**src/rtl/uart_rx_pkg.sv**
```systemverilog
// Shared types for the UART receive frame checker: FSM states and parity-mode encodings.
package uart_rx_pkg;

  typedef enum logic [2:0] {
    StIdle,
    StStart,
    StData,
    StParity,
    StStop
  } rx_state_e;

  localparam logic [1:0] PAR_EVEN  = 2'b00;
  localparam logic [1:0] PAR_ODD   = 2'b01;
  localparam logic [1:0] PAR_MARK  = 2'b10;
  localparam logic [1:0] PAR_SPACE = 2'b11;

  // Expected parity bit for a mode, given the XOR of all data bits.
  function automatic logic exp_parity(input logic [1:0] typ, input logic data_xor);
    case (typ)
      PAR_EVEN: return data_xor;
      PAR_ODD:  return ~data_xor;
      PAR_MARK: return 1'b1;
      default:  return 1'b0;
    endcase
  endfunction

endpackage

```
**src/rtl/sat_counter.sv**
```systemverilog
// Saturating up-counter with synchronous clear that wins over increment.
module sat_counter #(
  parameter int unsigned WIDTH = 8
) (
  input  logic             CLK,
  input  logic             RST,
  input  logic             inc,
  input  logic             clr,
  output logic [WIDTH-1:0] count
);

  logic [WIDTH-1:0] count_q, count_d;

  always_comb begin
    count_d = count_q;
    if (clr) begin
      count_d = '0;
    end else if (inc && (count_q != '1)) begin
      count_d = count_q + WIDTH'(1);
    end
  end

  always_ff @(posedge CLK or negedge RST) begin
    if (!RST) begin
      count_q <= '0;
    end else begin
      count_q <= count_d;
    end
  end

  assign count = count_q;

endmodule

```
**src/rtl/rx_frame_check.sv**
```systemverilog
// UART receive framing checker: assembles data from sample pulses, checks start,
// parity and stop bits, and keeps saturating parity/framing error counts.
module rx_frame_check
  import uart_rx_pkg::*;
#(
  parameter int unsigned DATA_WIDTH = 8,
  parameter int unsigned CNT_WIDTH  = 8
) (
  input  logic                  CLK,
  input  logic                  RST,
  input  logic                  frame_start,
  input  logic                  sample_valid,
  input  logic                  sampled_bit,
  input  logic                  PAR_EN,
  input  logic [1:0]            PAR_TYP,
  input  logic                  STOP2,
  input  logic                  clr_counts,
  output logic [DATA_WIDTH-1:0] P_Data,
  output logic                  data_valid,
  output logic                  parity_error,
  output logic                  stop_error,
  output logic                  start_error,
  output logic                  busy,
  output logic [CNT_WIDTH-1:0]  parity_err_cnt,
  output logic [CNT_WIDTH-1:0]  frame_err_cnt
);

  localparam int unsigned BitCntW = $clog2(DATA_WIDTH);
  localparam logic [BitCntW-1:0] LastBit = BitCntW'(DATA_WIDTH - 1);

  rx_state_e             state_q, state_d;
  logic                  par_en_q, par_en_d;
  logic [1:0]            par_typ_q, par_typ_d;
  logic                  stop2_q, stop2_d;
  logic [DATA_WIDTH-1:0] shift_q, shift_d;
  logic [BitCntW-1:0]    bit_cnt_q, bit_cnt_d;
  logic                  xor_q, xor_d;
  logic                  par_flag_q, par_flag_d;
  logic                  stop_flag_q, stop_flag_d;
  logic                  stop_cnt_q, stop_cnt_d;
  logic [DATA_WIDTH-1:0] p_data_q, p_data_d;
  logic                  data_valid_q, data_valid_d;
  logic                  parity_error_q, parity_error_d;
  logic                  stop_error_q, stop_error_d;
  logic                  start_error_q, start_error_d;
  logic                  busy_q, busy_d;

  always_comb begin
    state_d        = state_q;
    par_en_d       = par_en_q;
    par_typ_d      = par_typ_q;
    stop2_d        = stop2_q;
    shift_d        = shift_q;
    bit_cnt_d      = bit_cnt_q;
    xor_d          = xor_q;
    par_flag_d     = par_flag_q;
    stop_flag_d    = stop_flag_q;
    stop_cnt_d     = stop_cnt_q;
    p_data_d       = p_data_q;
    data_valid_d   = 1'b0;
    parity_error_d = 1'b0;
    stop_error_d   = 1'b0;
    start_error_d  = 1'b0;

    unique case (state_q)
      StIdle: begin
        // A coincident sample_valid belongs to no frame yet and is dropped.
        if (frame_start) begin
          state_d     = StStart;
          par_en_d    = PAR_EN;
          par_typ_d   = PAR_TYP;
          stop2_d     = STOP2;
          bit_cnt_d   = '0;
          xor_d       = 1'b0;
          par_flag_d  = 1'b0;
          stop_flag_d = 1'b0;
          stop_cnt_d  = 1'b0;
        end
      end
      StStart: begin
        if (sample_valid) begin
          if (sampled_bit) begin
            start_error_d = 1'b1;
            state_d       = StIdle;
          end else begin
            state_d = StData;
          end
        end
      end
      StData: begin
        if (sample_valid) begin
          shift_d   = {sampled_bit, shift_q[DATA_WIDTH-1:1]};
          xor_d     = xor_q ^ sampled_bit;
          bit_cnt_d = bit_cnt_q + BitCntW'(1);
          if (bit_cnt_q == LastBit) begin
            state_d = par_en_q ? StParity : StStop;
          end
        end
      end
      StParity: begin
        if (sample_valid) begin
          par_flag_d = (sampled_bit != exp_parity(par_typ_q, xor_q));
          state_d    = StStop;
        end
      end
      StStop: begin
        if (sample_valid) begin
          stop_flag_d = stop_flag_q | ~sampled_bit;
          if (stop2_q && !stop_cnt_q) begin
            stop_cnt_d = 1'b1;
          end else begin
            state_d        = StIdle;
            p_data_d       = shift_q;
            data_valid_d   = !par_flag_q && !stop_flag_d;
            parity_error_d = par_flag_q;
            stop_error_d   = stop_flag_d;
          end
        end
      end
      default: state_d = StIdle;
    endcase

    busy_d = (state_d != StIdle);
  end

  always_ff @(posedge CLK or negedge RST) begin
    if (!RST) begin
      state_q        <= StIdle;
      par_en_q       <= 1'b0;
      par_typ_q      <= 2'b00;
      stop2_q        <= 1'b0;
      shift_q        <= '0;
      bit_cnt_q      <= '0;
      xor_q          <= 1'b0;
      par_flag_q     <= 1'b0;
      stop_flag_q    <= 1'b0;
      stop_cnt_q     <= 1'b0;
      p_data_q       <= '0;
      data_valid_q   <= 1'b0;
      parity_error_q <= 1'b0;
      stop_error_q   <= 1'b0;
      start_error_q  <= 1'b0;
      busy_q         <= 1'b0;
    end else begin
      state_q        <= state_d;
      par_en_q       <= par_en_d;
      par_typ_q      <= par_typ_d;
      stop2_q        <= stop2_d;
      shift_q        <= shift_d;
      bit_cnt_q      <= bit_cnt_d;
      xor_q          <= xor_d;
      par_flag_q     <= par_flag_d;
      stop_flag_q    <= stop_flag_d;
      stop_cnt_q     <= stop_cnt_d;
      p_data_q       <= p_data_d;
      data_valid_q   <= data_valid_d;
      parity_error_q <= parity_error_d;
      stop_error_q   <= stop_error_d;
      start_error_q  <= start_error_d;
      busy_q         <= busy_d;
    end
  end

  // Counters take the registered pulses, so they move one cycle after the pulse.
  sat_counter #(
    .WIDTH(CNT_WIDTH)
  ) u_par_cnt (
    .CLK  (CLK),
    .RST  (RST),
    .inc  (parity_error_q),
    .clr  (clr_counts),
    .count(parity_err_cnt)
  );

  sat_counter #(
    .WIDTH(CNT_WIDTH)
  ) u_frm_cnt (
    .CLK  (CLK),
    .RST  (RST),
    .inc  (stop_error_q | start_error_q),
    .clr  (clr_counts),
    .count(frame_err_cnt)
  );

  assign P_Data       = p_data_q;
  assign data_valid   = data_valid_q;
  assign parity_error = parity_error_q;
  assign stop_error   = stop_error_q;
  assign start_error  = start_error_q;
  assign busy         = busy_q;

endmodule

```
**config.mk**
```make
export PLATFORM = sky130hd
export DESIGN_NAME = rx_frame_check
export DESIGN_NICKNAME = d
export VERILOG_FILES = /design/src/rtl/uart_rx_pkg.sv /design/src/rtl/sat_counter.sv /design/src/rtl/rx_frame_check.sv
export SDC_FILE = /design/constraint.sdc
export NUM_CORES = 1
export LEC_CHECK = 0
export CORE_MARGIN = 2
export CORE_UTILIZATION = 53
export CTS_CLUSTER_DIAMETER = 80
export CTS_CLUSTER_SIZE = 20
export DETAILED_ROUTE_END_ITERATION = 8
export GPL_ROUTABILITY_DRIVEN = 0
export GPL_TIMING_DRIVEN = 0
export PLACE_DENSITY_LB_ADDON = 0.12
export SLEW_MARGIN = 10
export SYNTH_ARGS = -nofsm -noshare
export SYNTH_HDL_FRONTEND = slang
export SYNTH_SLANG_ARGS = --single-unit
```
**constraint.sdc**
```tcl
create_clock -name CLK -period 2.3 [get_ports CLK]
set_clock_uncertainty 0.15 [all_clocks]
set_input_delay 0.46 -clock CLK [delete_from_list [all_inputs] [get_ports CLK]]
set_output_delay 0.46 -clock CLK [all_outputs]
set_load 0.005 [all_outputs]
```
Yosys cells after proc, flatten, opt, wreduce, memory -nomap -nowiden
Index checks and enable logic that the tools add are counted.
{"block": "classes", "add_sub_neg": 3, "mul": 0, "div_mod_pow": 0, "magnitude_cmp": 0, "n_eq_ne": 15, "shift": 0, "muxes": 42, "bitwise": 6, "n_reduce_logical": 22}
{"cell": "8-bit two-way mux", "count": 4}
{"cell": "3-bit two-way mux", "count": 10}
{"cell": "1-bit two-way mux", "count": 20}
{"cell": "8-bit by 1-bit adder with 8-bit output, second input constant", "count": 2}
{"cell": "8-bit inequality test, second input constant", "count": 2}
{"cell": "3-bit one-hot mux with 5 select lines", "count": 1}
{"cell": "3-bit AND reduction", "count": 4}
{"cell": "2-bit inequality test, second input constant", "count": 5}
{"cell": "2-bit nonzero test", "count": 5}
{"cell": "1-bit one-hot mux with 2 select lines", "count": 4}
{"cell": "3-bit by 2-bit equality test with 1-bit output, second input constant", "count": 2}
{"cell": "3-bit equality test, second input constant", "count": 2}
{"cell": "3-bit one-hot mux with 2 select lines", "count": 1}
{"cell": "1-bit logical AND", "count": 4}
{"cell": "2-bit AND reduction", "count": 2}
{"cell": "4-bit AND reduction", "count": 1}
{"cell": "3-bit by 1-bit adder with 3-bit output, second input constant", "count": 1}
{"cell": "3-bit by 1-bit equality test with 1-bit output, second input constant", "count": 1}
{"cell": "1-bit logical NOT", "count": 3}
{"cell": "3-bit logical NOT", "count": 1}
{"cell": "1-bit NOT", "count": 3}
{"cell": "1-bit one-hot mux with 3 select lines", "count": 1}
{"cell": "3-bit nonzero test", "count": 1}
{"cell": "2-bit by 1-bit equality test with 1-bit output, second input constant", "count": 1}
{"cell": "6 further kinds", "count": 7}
{"block": "word_totals", "regBits": 51, "latch_bits": 0, "ramBits": 0, "rom_bits": 0, "inputBits": 10, "output_inout_bits": 29, "word_cells": 106, "n_memories": 0}

Depth between registers and ports, before layout
Gate-level depths: netlist of run 1.
{"block": "depth", "depth_word": 7, "mapped_depth": 5}

Cells and area by module
A second synthesis of run 1 with hierarchy kept.
{"block": "hier_totals", "hier_cells": 210, "area_unflattened_um2": 2371.0}
{"module": "rx_frame_check", "n_inst": 1, "cells_per_inst": 112, "area_each_um2": 1442.6, "seq_area_each_um2": 875.8}
{"module": "sat_counter", "n_inst": 2, "cells_per_inst": 49, "area_each_um2": 464.2, "seq_area_each_um2": 200.2}

Worst setup path after synthesis of run 1
No wires, ideal clock.
{"block": "synth_path", "path_kind": "register to register", "from": "reg u_par_cnt.count_q[0] (netlist: u_par_cnt.count[0])", "to": "reg u_par_cnt.count_q[5] (netlist: u_par_cnt.count[5])", "setup_ns": 0.125, "arrival_ns": 1.428, "required_ns": 2.025, "path_slack_ns": 0.597, "path_stages_with_launch": 5, "period_less_slack_ns": 1.703, "cell_sequence": "dfrtp_1 -> ha_1 -> and3_1 -> a211oi_1 -> mux2_2"}
{"block": "synth_between", "elab_chain_len": 3, "elab_cells_between_ends": 6, "cone_classes": "1 x add/sub; 1 x eq/ne; 2 x mux; 2 x reduce/logical"}
{"item": "start: declaration", "line_no": "sat_counter.sv:12", "rtl": "logic [WIDTH-1:0] count_q, count_d;"}
{"item": "start signal: assignment", "line_no": "sat_counter.sv:27", "rtl": "count_q <= count_d;"}
{"item": "8-bit by 1-bit adder with 8-bit output / 8-bit inequality test (equally long branches)", "line_no": "sat_counter.sv:19, sat_counter.sv:18"}
{"item": "8-bit two-way mux / 1-bit logical AND (equally long branches)", "line_no": "sat_counter.sv:18", "rtl": "end else if (inc && (count_q != '1)) begin"}
{"item": "8-bit two-way mux / 2-bit nonzero test (equally long branches)"}
Several ways; a longest one is shown, not always the timed one. The select of a mux whose other input is x is not followed.
A chain may end at the register's enable or synchronous reset.

Worst setup path after layout of run 1
{"block": "layout_path", "from": "in sample_valid", "to": "reg shift_q[4]"}
{"block": "layout_between", "elab_chain_len": 1}
{"item": "start: declaration", "line_no": "rx_frame_check.sv:12", "rtl": "input logic sample_valid,"}
{"item": "2-bit AND reduction (no source line)"}
{"item": "end signal: assignment", "line_no": "rx_frame_check.sv:149", "rtl": "shift_q <= shift_d;"}
{"item": "end: declaration", "line_no": "rx_frame_check.sv:35", "rtl": "logic [DATA_WIDTH-1:0] shift_q, shift_d;"}
No other way between the ends.

==> flow_summary.toml, run 1 <==
[timing]
fin_crit_sh = 0.844
relSlewSlack = 0.588
rsz0062_at_grt = "false"
worstMarginPinSlew_ns = 0.616
fmax_mhz = 515
setup_viol = 0
slew_violations = 0
hold_viol = 0
finalCriticalPeriod_ns = 1.94

[cells_and_area]
finalNetCount = 288
area_growth_pct = 23.0
finalNonFillerCells = 327
design_area_um2 = 3050
drive_gt1_frac = 0.124
n_antenna_cell = 0

[clock_network]
clk_latency_ns = 0.31
root_buffer = "clkbuf_8"
cts_buffers = 5
cts_setup_buffers = 0
clk_pin_slew_worst_paths_ns = 0.09
cts_buffer_depth = 2
cts_tree = "built"
htree_levels = 2
cts_sinks = 51

[route]
drt_wl_total_um = 4740
drc = 0
drtIter0Drc = 92
wl_per_cell_um = 14.5
first_pass_iters = 4
ant_nets = 0
vias = 1874
via_per_inst = 5.73

[power_and_ir_drop]
p_seq_frac = 0.492
power.internal_mw = 1.77
p_switching_mw = 0.810
p_leak_nw = 1.42
powerDensity_nw_per_um2 = 845
sw_frac_of_total = 0.314
peakVddDrop_mv = 0.553
comb_power_share = 0.290
clkPwrFrac = 0.218

[yosys]
synth.distinct_cells = 50
synthArstFlopShare = 1.00
synth_top_flop_cell = "dfrtp_1"
synthAdderAreaFrac = 0.0202
avgSynthCellArea_um2 = 10.9
muxShareOfSynthArea = 0.0984
synth_xor_area_frac = 0.00706
syn_nets = 241
synth-compound-area-share = 0.142
yosys_warnings = 0
yosys_register_bits = 51
synth_seq_area_share = 0.515
post_synth_and_or_nand_nor_area_fraction = 0.183
synth_area_leader_cell = "dfrtp_1"
synth_edf_count = 0
synth_top_family_by_area = "simple AND/OR/NAND/NOR gates"
synth_area_um2 = 2480
synth_top_area_share = 0.515
syn_inst = 227
netlist_top_cells_area = "dfrtp_1 (51%), mux2_4 (5.4%), nand2_1 (4.4%), a21oi_1 (2.8%), mux2_2 (2.7%)"

[setup_path]
crit_type = "input port to register"
cp-start-kind = "input port"
arrival_ns = 2.03
rr_worst_depth = 4
critPathCaptureType = "register"
r2r-end = "u_frm_cnt.count[0]$_DFFE_PN0P_"
critPathMaxFanout = 10
reg2reg_from = "u_frm_cnt.count[0]$_DFFE_PN0P_"
r2r_setup_slack_ns = 0.47
cp.required_ns = 2.39

[floorplan]
dieArea_um2 = 5240
row_count = 24
start_util = 0.558
die_w_um = 72.4
die_h_um = 72.4
core_area_um2 = 4440
pin_count = 39

[hold_path]
holdCritPathClass = "register to register"
min_path_cells = 1
min_to = "data_valid$_DFF_PN0_"
min-delay-start = "par_flag_q$_DFFE_PN0P_"

[placement]
placed_cells_incl_taps = 318
dp.final_hpwl_um = 3400
place_area_um2 = 2940
port_buffers = 38

[global_routing]
overflow = 0
antenna_found_initial = 0
grt_pass1_vias = 1836
grt_start_max_net_pins = 29
grt_pass1_wl_um = 8200
grt_util_all_layers = 0.200

[run]
cap_violations = 0

[run_status]
status = "finished clean"
==> registers in the layout (all words and copies together), names as in the netlist, 2 cells and up <==
| register | cells |
|---|---|
| u_frm_cnt.count | 8 |
| bit_cnt_q | 3 |
| P_Data | 8 |
| par_typ_q | 2 |
| state_q | 3 |
| shift_q | 8 |
| u_par_cnt.count | 8 |
==> how the worst max path moves through the flow <==
stage | start | end | slack, ns | cells past startpoint
6_report | sample_valid | shift_q[4]$_DFFE_PN0P_ | 0.36 | 6
4_1_cts | u_frm_cnt.count[3]$_DFFE_PN0P_ | frame_err_cnt[3] | 0.37 | 1
3_5_place_dp | sample_valid | shift_q[4]$_DFFE_PN0P_ | 0.08 | 6
2_1_floorplan | u_par_cnt.count[0]$_DFFE_PN0P_ | u_par_cnt.count[5]$_DFFE_PN0P_ | 0.60 | 4
3_3_place_gp | RST | bit_cnt_q[1]$_DFFE_PN0P_ | -0.83 | 1
5_1_grt | sample_valid | shift_q[0]$_DFFE_PN0P_ | 0.25 | 6
==> per-layer routing <==
metal | GRT usage | share of wire | vias up | routed length (µm)
met5 | 0 | 0 | - | 0
met4 | 0.0720 | 0.018 | 0 | 87
met3 | 0.0347 | 0.037 | 9 | 177
met2 | 0.332 | 0.47 | 43 | 2250
met1 | 0.265 | 0.47 | 903 | 2230
li1 | - | - | 919 | -
==> power groups by stage <==
stage	clock network [mW]	registers [mW]	logic, mW
2_1_floorplan	0	1.25	0.517
3_3_place_gp	0	1.27	0.716
3_5_place_dp	0	1.28	0.747
4_1_cts	0.571	1.26	0.754
5_1_grt	0.614	1.29	0.847
6_report	0.562	1.27	0.748
==> critical path: stages <==
cell and delay, ns:
clkdlybuf4s50_1 0.50, buf_2 0.21, nor4bb_1 0.36, clkbuf_1 0.32, nand2_1 0.10, nand2_1 0.07
==> stage by stage <==
step | util | setup WS, ns | TNS [ns] | hold slack, ns | total power [mW]
after floorplan | - | 0.597 | 0 | 0.0144 | 1.76
after global placement | 0.658 | -0.831 | -42.22 | 0.270 | 1.98
after detailed placement | 0.662 | 0.0763 | 0 | 0.279 | 2.03
after CTS | 0.686 | 0.369 | 0 | 0.299 | 2.59
after global routing | 0.686 | 0.254 | 0 | 0.306 | 2.75
final | 0.686 | 0.358 | 0 | 0.303 | 2.58
==> final cells by class <==
cell class	instances	area [µm²]
sequential	51	1280
buffer	10	57.6
timing repair buffer	40	405
fill	343	1390
tap	52	65.1
multi-input combinational	158	1120
clock buffer	8	100
inverter	8	30.0
==> Yosys cell counts, types with 2 or more instances <==
library cell	count
nor3_1	6
mux2_4	9
buf_2	4
nor2b_1	7
nor2_1	12
a21oi_1	14
ha_1	4
mux2i_1	3
buf_6	2
nor4b_1	2
nor3b_1	2
clkbuf_1	4
nand2b_1	6
o21ai_0	6
a22o_1	4
dfrtp_1	51
a21boi_1	2
mux2_2	6
and3_1	3
and4_1	3
nand3_1	3
nand2_1	29
a211oi_1	4
xnor2_1	2
o21bai_1	2
nand4_1	3
a31oi_1	3
inv_1	8
o211a_1	2
==> cell usage in the layout, fill, tap and decap left out, types with 7 or more instances in the layout <==
cell and count:
a21oi_1 14, clkbuf_8 7, clkdlybuf4s50_1 37, dfrtp_1 51, inv_1 8, mux2_4 9, nand2_1 29, nor2_1 12
nor2b_1 7
==> logic make-up (layout without fill, tap and decap cells) <==
family	Yosys count	count (layout)
adder cells (fa/ha/maj)	4	4
AND/OR/NAND/NOR	83	83
flip-flops	51	51
AO/OA/AOI/OAI	50	50
multiplexers	19	19
XOR/XNOR	2	2
buffers and inverters	18	66
==> what timing repair did <==
item / 4_1_cts / 5_1_grt
endpoints found under the hold margin: 6 / 0
setup endpoints to repair: 0 / 0
hold buffers: 1 / 0
gates resized for setup: 0 / 0
No activity file was read; power rests on OpenSTA's default activity.
==> run 2, diff against run 1 <==
--- a/config.mk
+++ b/config.mk
@@ -6,7 +6,7 @@
 export NUM_CORES = 1
 export LEC_CHECK = 0
 export CORE_MARGIN = 2
-export CORE_UTILIZATION = 53
+export CORE_UTILIZATION = 48
 export CTS_CLUSTER_DIAMETER = 80
 export CTS_CLUSTER_SIZE = 20
 export DETAILED_ROUTE_END_ITERATION = 8
==> constraint.sdc (replaced) <==
create_clock -name CLK -period 1.6 [get_ports CLK]
set_clock_uncertainty 0.15 [all_clocks]
set_input_delay 0.32 -clock CLK [delete_from_list [all_inputs] [get_ports CLK]]
set_output_delay 0.32 -clock CLK [all_outputs]
set_load 0.005 [all_outputs]
==> flow_summary.toml, run 2 (synthesis results as in run 1) <==
[global_routing]
grt_start_max_net_pins = 30
grt_util_all_layers = 0.202
grt_pass1_wl_um = 8740
grt_pass1_vias = 1896
overflow = 0
antenna_found_initial = 0

[timing]
hold_ws_ns = 0.278
fmax_mhz = 630
finalWorstSetupSlack_ns = 0.0134
finalCriticalPeriod_ns = 1.59
relSlewSlack = 0.524
rsz0062_at_grt = "true"
hold_viol = 0
worstMarginPinSlew_ns = 0.713
setup_viol = 0
fin_crit_sh = 0.992
slew_violations = 0

[power_and_ir_drop]
p_leak_nw = 1.73
peakVddDrop_mv = 0.736
powerDensity_nw_per_um2 = 1160

[route]
drt_wl_total_um = 5440
ant_nets = 0
via_per_inst = 5.43
first_pass_iters = 4
drc = 0
wl_per_cell_um = 14.5
vias = 2042
drtIter0Drc = 79

[placement]
dp.final_hpwl_um = 3390
place_ws_ns = -0.417
port_buffers = 38

[floorplan]
die_h_um = 75.9
dieArea_um2 = 5760
start_util = 0.492
pin_count = 39
die_w_um = 75.9
row_count = 26
core_area_um2 = 5040

[cells_and_area]
finalNetCount = 319
layout_common_cells = "dfrtp_1 (43), nand2_1 (29), buf_4 (29), dlygate4sd2_1 (28)"
n_antenna_cell = 0
area_growth_pct = 38.0
final_common_cell = "dfrtp_1"
drive_gt1_frac = 0.307

[setup_path]
critPathMaxFanout = 5
critPathCaptureType = "register"
cp.required_ns = 1.65
arrival_ns = 1.63
crit_type = "register to register"
cp-start-kind = "register"

[clock_network]
cts_buffer_depth = 2
cts_tree = "built"
root_buffer = "clkbuf_8"
htree_levels = 2
clk_pin_slew_worst_paths_ns = 0.10
cts_buffers = 5
clk_latency_ns = 0.31
cts_sinks = 51

[run]
cap_violations = 0

[hold_path]
holdCritPathClass = "register to register"

[run_status]
status = "finished clean"
## run 2: cell types whose count changed in the layout (fill, tap and decap cells not counted), moves of 3 or more
cell / previous run / this run
buf_4: 0 / 29
dfrtp_2: 0 / 8
clkdlybuf4s50_1: 37 / 8
dlygate4sd2_1: 0 / 28
buf_6: 2 / 5
clkbuf_1: 5 / 0
dfrtp_1: 51 / 43
## run 2: report_power, final
| group | internal, mW | switching, mW | total (mW) |
|---|---|---|---|
| registers | 1.59 | 0.220 | 1.81 |
| logic | 0.640 | 0.574 | 1.21 |
| clock network | 0.515 | 0.434 | 0.949 |
## run 2: final timing paths
path	startpoint	end	slack (ns)	cells after the start
setup reg to reg	state_q[0]$_DFF_PN0_	P_Data[6]$_DFFE_PN0P_	0.01	4
setup / recovery	state_q[0]$_DFF_PN0_	P_Data[6]$_DFFE_PN0P_	0.01	4
min in group asynchronous	RST	u_par_cnt.count[5]$_DFFE_PN0P_	0.44	2
max in group asynchronous	RST	bit_cnt_q[0]$_DFFE_PN0P_	0.31	3
hold / removal	par_flag_q$_DFFE_PN0P_	data_valid$_DFF_PN0_	0.28	1
hold reg to reg	par_flag_q$_DFFE_PN0P_	data_valid$_DFF_PN0_	0.28	1
## run 2: area by class of cell
| cell class | count | area, µm² |
|---|---|---|
| fillers | 381 | 1620 |
| flip-flops and latches | 51 | 1290 |
| multi-input cells | 158 | 1210 |
| repair buffers | 72 | 629 |
| well taps | 70 | 87.6 |
| clock buffers | 6 | 82.6 |
| plain buffers | 9 | 60.1 |
| clock inverters | 2 | 38.8 |
| inverters | 8 | 30.0 |
## run 2: worst max-delay path: stages, from the launching register on
cell	delay, ns
dfrtp_2	0.45
and4bb_2	0.35
o21ai_4	0.09
buf_6	0.15
mux2_4	0.30
## run 2: repair_timing
action | 4_1_cts | 5_1_grt
pin swaps | 5 | 5
gates cloned | 0 | 1
endpoints found under the hold margin | 28 | 0
buffers inserted | 28 | 3
setup endpoints to repair | 53 | 25
gates resized for setup | 45 | 23
hold buffers | 1 | 0
## run 2: per-layer routing
layer	vias up	part of all wire	GRT usage
li1	983	-	-
met1	996	0.46	0.274
met2	58	0.49	0.327
met3	5	0.044	0.0410
met4	0	0.0096	0.0604
met5	-	0	0
## run 2: per-stage QoR
step	instances	cell area, µm²	power (mW)	util	TNS [ns]
2_1_floorplan	227	2510	2.54	-	-0.00750
3_3_place_gp	335	2970	2.87	0.590	-87.44
3_5_place_dp	336	3000	2.92	0.594	-12.90
4_1_cts	372	3330	3.91	0.660	0
5_1_grt	376	3420	4.21	0.679	-0.131
6_report	376	3420	3.97	0.679	0
==> run 3, diff against run 2 <==
--- a/config.mk
+++ b/config.mk
@@ -6,14 +6,16 @@
 export NUM_CORES = 1
 export LEC_CHECK = 0
 export CORE_MARGIN = 2
-export CORE_UTILIZATION = 48
+export CORE_UTILIZATION = 33
 export CTS_CLUSTER_DIAMETER = 80
 export CTS_CLUSTER_SIZE = 20
 export DETAILED_ROUTE_END_ITERATION = 8
 export GPL_ROUTABILITY_DRIVEN = 0
 export GPL_TIMING_DRIVEN = 0
 export PLACE_DENSITY_LB_ADDON = 0.12
+export SKIP_LAST_GASP = 1
 export SLEW_MARGIN = 10
 export SYNTH_ARGS = -nofsm -noshare
 export SYNTH_HDL_FRONTEND = slang
+export SYNTH_HIERARCHICAL = 1
 export SYNTH_SLANG_ARGS = --single-unit
==> flow_summary.toml, run 3 <==
[clock_network]
htree_levels = 2
clk_pin_slew_worst_paths_ns = 0.10
cts_tree = "built"
root_buffer = "clkbuf_8"
cts_buffer_depth = 2
cts_buffers = 5
clk_latency_ns = 0.31
cts_sinks = 51

[cells_and_area]
multi_input_area_um2 = 1220
layout_common_cells = "dfrtp_1 (45), buf_4 (40), dlygate4sd2_1 (25), mux2_4 (13), inv_1 (11)"
area_growth_pct = 50.1
drive_gt1_frac = 0.396
design_area_um2 = 3560
num-fill-cells = 646
finalNetCount = 316
n_antenna_cell = 0
final-seq-area_um2 = 1280
finalNonFillerCells = 399
final_util = 0.518
final_common_cell = "dfrtp_1"

[global_routing]
grt_pass1_vias = 1854
overflow = 0
grt_pass1_wl_um = 8760
grt_util_all_layers = 0.144
grt_start_max_net_pins = 30
antenna_found_initial = 0

[timing]
finalWorstSetupSlack_ns = -0.0648
hold_viol = 0
tns_ns = -0.0648
setup_viol = 1
rsz0062_at_grt = "true"
slew_violations = 0
fin_crit_sh = 1.04
fmax_mhz = 601
worstMarginPinSlew_ns = 0.550
relSlewSlack = 0.634
finalCriticalPeriod_ns = 1.66
hold_ws_ns = 0.301

[route]
via_per_inst = 4.84
ant_nets = 0
drtIter0Drc = 67
vias = 1930
drc = 0
first_pass_iters = 4
wl_per_cell_um = 13.7
drt_wl_total_um = 5480

[run_status]
status = "complete, but fails checks"
violations = "negative setup slack"

[hold_path]
holdCritPathClass = "register to register"
min-delay-start = "stop_flag_q$_DFFE_PN0P_"

[setup_path]
arrival_ns = 1.71
cp-startpoint = "bit_cnt_q[0]$_DFFE_PN0P_"
crit_type = "register to register"
reg2reg_from = "bit_cnt_q[0]$_DFFE_PN0P_"
cp-start-kind = "register"
critPathCaptureType = "register"
critPathMaxFanout = 3
cp.required_ns = 1.64

[floorplan]
row_count = 30
die_h_um = 88.8
pin_count = 39
die_w_um = 88.8
start_util = 0.345
dieArea_um2 = 7880
core_area_um2 = 6870

[yosys]
yosysMostFrequentCell = "dfrtp_1"
synth_top_area_share = 0.538
synth_seq_area_share = 0.538
avgSynthCellArea_um2 = 11.3
synth.distinct_cells = 43
synth_edf_count = 0
synth_area_leader_cell = "dfrtp_1"
synthArstFlopShare = 1.00
yosys-top-cells-count = "dfrtp_1 (51), mux2_2 (22), nor2_1 (12)"
synth_area_um2 = 2370
yosys_register_bits = 51
syn_inst = 210
yosys_warnings = 6
netlist_top_cells_area = "dfrtp_1 (54%), mux2_2 (10%), a21oi_1 (2.1%), ha_1 (2.1%), nor3_1 (1.9%)"
synth_top_flop_cell = "dfrtp_1"
syn_nets = 224

[placement]
place_ws_ns = -0.502
placed_cells_incl_taps = 345
dp.final_hpwl_um = 3270
port_buffers = 38
place_area_um2 = 2920

[power_and_ir_drop]
power.total_mw = 4.09
powerDensity_nw_per_um2 = 1150
p_leak_nw = 1.68
peakVddDrop_mv = 0.597

[run]
cap_violations = 0
==> run 3: kinds of logic (layout without fill, tap and decap cells) <==
family	count (synthesis)	count (layout)	share of synthesized area
simple gates	75	75	0.186
compound gates	33	33	0.0913
fa+ha+maj	4	4	0.0211
flops	51	51	0.538
mux	24	24	0.113
buf+inv	20	113	0.0391
xor+xnor	3	3	0.0111
==> run 3: power by group <==
part           total [mW]  internal [mW]  switching [mW]
clock               0.757          0.305           0.451
sequential           1.85           1.62           0.235
combinational        1.48          0.916           0.561
==> run 3: what timing repair did <==
action                                 CTS  global route
setup buffers                           35            13
pin swaps                                6            13
endpoints found under the hold margin   22             0
hold buffers                             1             0
resized for setup                       45            52
setup endpoints to repair               54            33
==> run 3: area by class of cell <==
type / instances / share of cell area
well taps: 96 / 0.0338
clock buffers: 5 / 0.0193
inverters: 11 / 0.0116
repair buffers: 87 / 0.210
flip-flops and latches: 51 / 0.361
plain buffers: 7 / 0.0176
clock inverters: 3 / 0.00563
multi-input cells: 139 / 0.342
==> run 3: worst paths after layout <==
path	to	depth (start not counted)	slack, ns
worst min register to register	data_valid$_DFF_PN0_	1	0.30
min in group asynchronous	u_par_cnt/count[6]$_DFFE_PN0P_	2	0.38
max in group asynchronous	u_par_cnt/count[0]$_DFFE_PN0P_	3	0.38
worst max register to register	busy$_DFF_PN0_	6	-0.06
worst max-delay path	busy$_DFF_PN0_	6	-0.06
worst min-delay path	data_valid$_DFF_PN0_	1	0.30
==> run 3: routing by layer <==
metal,part of all wire,track usage
met4,0.0053,0.0468
met1,0.45,0.187
met5,0,0
met2,0.50,0.231
met3,0.042,0.0448
==> run 3: worst max-delay path, stage by stage, from the launching register on <==
cell and delay [ns]:
dfrtp_1 0.38, ha_2 0.20, ha_4 0.15, inv_1 0.04, o211ai_1 0.15, a21oi_1 0.11, or3_1 0.37
